File: config.mk
export PLATFORM = sky130hd
export DESIGN_NAME = time_display_driver
export DESIGN_NICKNAME = d
export VERILOG_FILES = /design/src/rtl/time_display_driver.sv
export SDC_FILE = /design/constraint.sdc
export NUM_CORES = 1
export LEC_CHECK = 0
export CAP_MARGIN = 20
export CORE_MARGIN = 8
export CORE_UTILIZATION = 56
export DETAILED_ROUTE_END_ITERATION = 10
export GPL_TIMING_DRIVEN = 0
export MAX_ROUTING_LAYER = met4
export PLACE_DENSITY = 0.76
export SLEW_MARGIN = 20
export SYNTH_ARGS = -nofsm -noshare
export SYNTH_HDL_FRONTEND = slang
export SYNTH_SLANG_ARGS = --single-unit
File: constraint.sdc
create_clock -name clk -period 4.8 [get_ports clk]
set_input_delay 0.48 -clock clk [delete_from_list [all_inputs] [get_ports clk]]
set_output_delay 0.48 -clock clk [all_outputs]
set_load 0.02 [all_outputs]
File: src/rtl/time_display_driver.sv
// rtl/time_display_driver.sv - six-digit multiplexed 7-segment driver for HH:MM:SS time fields
module time_display_driver #(
    parameter int DIV      = 4,
    parameter bit LZ_BLANK = 1'b0
) (
    input  logic       clk,
    input  logic       rst,
    input  logic       en,
    input  logic [6:0] sec,
    input  logic [6:0] min,
    input  logic [4:0] hr,
    output logic [6:0] seg,
    output logic       dp,
    output logic [5:0] an,
    output logic       frame_start
);

    localparam int            PW      = (DIV > 2) ? $clog2(DIV) : 1;
    localparam logic [PW-1:0] PRE_MAX = PW'(DIV - 1);
    localparam logic [6:0]    DASH    = 7'h3F;
    localparam logic [6:0]    BLANK   = 7'h7F;

    logic [PW-1:0] pre;
    logic [2:0]    idx;
    logic [6:0]    snap_sec;
    logic [6:0]    snap_min;
    logic [4:0]    snap_hr;

    logic          slot_end;
    logic          frame_end;
    logic          sec_ok, min_ok, hr_ok;
    logic [7:0]    sec_bcd, min_bcd, hr_bcd;
    logic [5:0]    an_nxt;
    logic [6:0]    seg_nxt;
    logic          dp_nxt;

    // Tens/units by repeated subtraction; only meaningful for 0..59, larger values are dashed anyway.
    function automatic logic [7:0] to_bcd(input logic [6:0] v);
        logic [6:0] r;
        logic [3:0] t;
        r = v;
        t = 4'd0;
        for (int k = 0; k < 5; k++) begin
            if (r >= 7'd10) begin
                r = r - 7'd10;
                t = t + 4'd1;
            end
        end
        return {t, r[3:0]};
    endfunction

    function automatic logic [6:0] seg7(input logic [3:0] d);
        logic [6:0] s;
        case (d)
            4'd0:    s = 7'h40;
            4'd1:    s = 7'h79;
            4'd2:    s = 7'h24;
            4'd3:    s = 7'h30;
            4'd4:    s = 7'h19;
            4'd5:    s = 7'h12;
            4'd6:    s = 7'h02;
            4'd7:    s = 7'h78;
            4'd8:    s = 7'h00;
            4'd9:    s = 7'h10;
            default: s = DASH;
        endcase
        return s;
    endfunction

    assign slot_end  = en && (pre == PRE_MAX);
    assign frame_end = slot_end && (idx == 3'd5);

    always_comb begin
        sec_ok  = (snap_sec <= 7'd59);
        min_ok  = (snap_min <= 7'd59);
        hr_ok   = (snap_hr <= 5'd23);
        sec_bcd = to_bcd(snap_sec);
        min_bcd = to_bcd(snap_min);
        hr_bcd  = to_bcd({2'b00, snap_hr});
        an_nxt  = 6'h3F;
        seg_nxt = BLANK;
        dp_nxt  = 1'b1;
        case (idx)
            3'd0: begin
                an_nxt  = 6'h3E;
                seg_nxt = sec_ok ? seg7(sec_bcd[3:0]) : DASH;
            end
            3'd1: begin
                an_nxt  = 6'h3D;
                seg_nxt = sec_ok ? seg7(sec_bcd[7:4]) : DASH;
            end
            3'd2: begin
                an_nxt  = 6'h3B;
                seg_nxt = min_ok ? seg7(min_bcd[3:0]) : DASH;
            end
            3'd3: begin
                an_nxt  = 6'h37;
                seg_nxt = min_ok ? seg7(min_bcd[7:4]) : DASH;
            end
            3'd4: begin
                an_nxt  = 6'h2F;
                seg_nxt = hr_ok ? seg7(hr_bcd[3:0]) : DASH;
            end
            3'd5: begin
                an_nxt = 6'h1F;
                if (!hr_ok)
                    seg_nxt = DASH;
                else if (LZ_BLANK && (hr_bcd[7:4] == 4'd0))
                    seg_nxt = BLANK;
                else
                    seg_nxt = seg7(hr_bcd[7:4]);
            end
            default: begin
                an_nxt = 6'h3F;
            end
        endcase
        // Colon dots sit on the min-units and hr-units slots and blink with seconds parity.
        if (((idx == 3'd2) || (idx == 3'd4)) && sec_ok && !snap_sec[0])
            dp_nxt = 1'b0;
    end

    always_ff @(posedge clk or negedge rst) begin
        if (!rst) begin
            pre         <= '0;
            idx         <= 3'd0;
            snap_sec    <= 7'd0;
            snap_min    <= 7'd0;
            snap_hr     <= 5'd0;
            an          <= 6'h3F;
            seg         <= BLANK;
            dp          <= 1'b1;
            frame_start <= 1'b0;
        end else begin
            frame_start <= frame_end;
            if (en) begin
                pre <= slot_end ? '0 : pre + 1'b1;
                if (slot_end)
                    idx <= (idx == 3'd5) ? 3'd0 : idx + 3'd1;
            end
            if (frame_end) begin
                snap_sec <= sec;
                snap_min <= min;
                snap_hr  <= hr;
            end
            if (en) begin
                an  <= an_nxt;
                seg <= seg_nxt;
                dp  <= dp_nxt;
            end else begin
                an  <= 6'h3F;
                seg <= BLANK;
                dp  <= 1'b1;
            end
        end
    end

endmodule

==> Implementation_results.wiki <==
{| class="wikitable"
! Metric !! Value
|-
| Outcome || finished, violations left
|-
| Violated checks || negative setup slack
|-
| Dominant cells by area after synthesis || dfrtp_1 (10%), ha_1 (9.7%), dfstp_2 (5.9%), nand2_1 (5.4%), o21ai_0 (4.9%)
|-
| Overall fraction of global-route tracks in use || between 20% and 30%
|-
| Critical path launch point type || flip-flop
|-
| Worst Setup End Kind || flip-flop
|-
| Post-synthesis cell type count || between 90 and 100
|-
| Post-synthesis average cell area || 7.49 um2
|-
| Post-Synthesis Cells || 828
|-
| Most common cell in the synthesized netlist || nand2_1
|-
| Global-route wire length before repair || ~33 mm
|-
| Register bit count reported by yosys || 39
|-
| Master cell of the clock root buffer || clkbuf_8
|-
| Area of the die || around 0.015 mm2
|-
| Top cell family by delay on the critical path || simple AND/OR/NAND/NOR gates
|-
| Initial core utilization || 57.2%
|-
| Number of max-capacitance violations reported || 0
|-
| Inserted Clock Buffers || 5
|-
| Actual transition at the worst max-transition pin || 0.946 ns
|-
| Antenna Nets Post-Route || 0
|-
| Detail-routed via count per cell || 6.83
|-
| Slowest Stage Delay on Critical Path || 0.53 ns
|-
| R2r endpoint || seg[3]$_DFF_PN1_
|-
| R2r worst-path depth || 21
|-
| Routed vias || 7,237
|-
| Antenna violations before repair || 0
|-
| Global route overflow || 0
|-
| Number of ports placed on the die boundary || 37
|-
| Area share of the largest cell type after synthesis || between 10% and 20%
|-
| Category of the critical setup timing path || flip-flop to flip-flop
|-
| Arr. time, crit path || ~5.3 ns
|-
| Htree depth || 2
|-
| Final hold violation count || 0
|-
| Worst hold path type || input pin to async pin
|-
| Hold-fix buffers at CTS || 0
|-
| IO Port Bufs || 35
|-
| Violation count after the first detailed-routing iteration || 893
|-
| Post-synth EDFFs || 0
|-
| Die width || 121 um
|-
| Most frequent cell on the critical path || ha_4
|-
| Number of antenna cells inserted || 0
|-
| Detailed-route wire length || 21.6 mm
|-
| Summed negative setup slack over all endpoints || -1.25 ns
|-
| DIE HEIGHT || roughly 120 um
|-
| Number of nets at the end of the flow || between 900 and 1,000
|-
| Remaining design rule violation count || 0
|-
| CP max-delay cell || or4_1
|-
| Vias in the first global route || around 6,600
|-
| Headroom to the max-slew limit || between 30% and 40%
|-
| Final Skew || between 0.01 and 0.015 ns
|-
| Maximum number of buffers from clock root to sink || 2
|-
| Leading cell types by count after synthesis || nand2_1 (89), nor2_1 (71), o21ai_0 (61)
|-
| Floorplan Core Area || roughly 0.011 mm2
|-
| Clock latency at the later pin of the worst-skew pair || 0.30 ns
|-
| Final critical-path share of the clock period || 106%
|-
| Layout Area Growth over Synthesis || 32.7%
|-
| TritonCTS clock tree || built
|-
| Number of placement rows || 38
|-
| Startpoint of the worst-slack reg-to-reg timing path || snap_min[2]$_DFFE_PN0P_
|-
| Reg clk slew, reported paths || ~0.090 ns
|-
| Register-to-register setup slack || -0.30 ns
|-
| Pin count of the biggest net entering global routing || 34
|-
| Largest fanout on the critical path || 5
|-
| Dominant cell type by area after synthesis || dfrtp_1
|-
| Post-synthesis instance area || 0.00620 mm2
|-
| Warning count from the yosys run || 0
|-
| Sequential fraction of the synthesis area || roughly 16%
|-
| RSZ-0062 raised after global routing || true
|-
| Number of failing setup endpoints in the final timing report || 6
|-
| First-pass DRT Iterations || 5
|-
| Proportion of register bits with asynchronous set or reset after synthesis || between 90% and 100%
|-
| Net count after synthesis || 898
|-
| Fraction of final layout cells sized beyond drive strength 1 || between 20 and 30%
|-
| Synth Flop Type || dfrtp_1
|-
| Maximum achievable frequency || between 150 and 200 MHz
|-
| GP Congestion || roughly 1
|-
| Average wire per cell in the routed design || slightly above 20 um
|-
| Critical path, cell by cell || inv_4, ha_4, nor4bb_1, or4_1, and3_4, o211a_4, o21a_1, or4b_1, or3_4, o211ai_4, inv_2, ha_4, o211ai_4, mux2_4, a31o_4, clkinv_4, ha_4, nand2_2, o211ai_1, or4b_4, a311o_1
|-
| Dpl hpwl || 14.4 mm
|-
| Post-layout minimum cycle time || between 5 and 6 ns
|-
| Worst path required time || between 5 and 6 ns
|-
| Count of pins over their slew limit || 0
|-
| Setup ws final || -0.296 ns
|-
| Number of sinks on the clock net || 39
|-
| WP buf/inv || 3
|}
==> layout make-up <==
type / count / area [um2]
Multi-Input combinational cell: 709 / 5790
Tap cell: 140 / 175
Sequential cell: 39 / 997
Clock buffer: 6 / 82.6
Timing Repair Buffer: 94 / 850
Clock inverter: 2 / 11.3
Inverter: 46 / 190
Buffer: 23 / 136
Fill cell: 767 / 2610
==> through the flow <==
step                      instance area (um2)  worst slack (ns)  cells  utilization, %  hold slack (ns)
after floorplan                          6290            -0.268    828               -            0.184
after global placement                   6810             -1.03   1003            62.8            0.493
after detailed placement                 6830             -1.06   1004            63.0            0.334
after CTS                                7600            -0.311   1039            70.1           0.0163
after global routing                     8230            -0.408   1059            75.9           0.0219
final                                    8230            -0.296   1059            75.9           0.0194
==> layout by cell type (no fill, tap or decap), types with 16 or more instances in the layout <==
cell type	instances
nand2_1	85
nor2_1	65
o21ai_0	49
buf_4	52
nand3_1	27
o211ai_1	16
nor3_1	16
clkdlybuf4s50_1	34
ha_1	31
dfrtp_1	22
inv_1	34
a21oi_1	42
==> repair_timing <==
item | CTS | global route
endpoints found under the setup margin | 7 | 7
pin swaps | 32 | 24
cloned | 0 | 1
buffers inserted | 36 | 23
gates resized for setup | 106 | 89
==> worst max-delay path by stage <==
stage | depth (start not counted) | endpoint | from | slack, ns
after global routing | 21 | seg[3]$_DFF_PN1_ | snap_min[2]$_DFFE_PN0P_ | -0.41
after global placement | 25 | seg[1]$_DFF_PN1_ | snap_sec[2]$_DFFE_PN0P_ | -1.03
after detailed placement | 25 | seg[1]$_DFF_PN1_ | snap_sec[2]$_DFFE_PN0P_ | -1.06
after floorplan | 22 | seg[0]$_DFF_PN1_ | snap_min[4]$_DFFE_PN0P_ | -0.27
final | 21 | seg[3]$_DFF_PN1_ | snap_min[2]$_DFFE_PN0P_ | -0.30
after CTS | 20 | seg[3]$_DFF_PN1_ | snap_min[1]$_DFFE_PN0P_ | -0.31
==> worst register-to-register path: cells and delay by family (launching register included) <==
family | cells | cell delay [ns]
muxes | 1 | 0.20
AOI/OAI and AO/OA | 7 | 1.42
and+or+nand+nor | 7 | 2.33
adders and majority gates | 3 | 0.49
buffers and inverters | 3 | 0.20
DFF | 1 | 0.40
==> kinds of logic after synthesis <==
| family | count (synthesis) | synth area share (%) |
|---|---|---|
| DFF | 39 | 16.0 |
| buffers and inverters | 80 | 5.29 |
| adders and majority gates | 48 | 9.68 |
| AOI/OAI and AO/OA | 277 | 31.9 |
| xor gates and xnor gates | 32 | 5.25 |
| muxes | 38 | 6.50 |
| and+or+nand+nor | 314 | 25.3 |
==> per-layer routing <==
metal	track usage (%)	wire length [um]	vias to the layer above
li1	-	-	3297
met1	35.4	9220	3532
met2	43.6	10500	360
met3	3.49	1410	48
met4	7.63	460	0
met5	-	0	-
==> flip-flops by register name, summed over array words and instances, names as in the netlist <==
register and count:
frame_start 1, an 6, snap_sec 7, pre 2, snap_hr 5, snap_min 7
idx 3, seg 7, dp 1
Power is not shown: default switching activity piles up to over one toggle a cycle in this logic, so the estimate is an artifact.
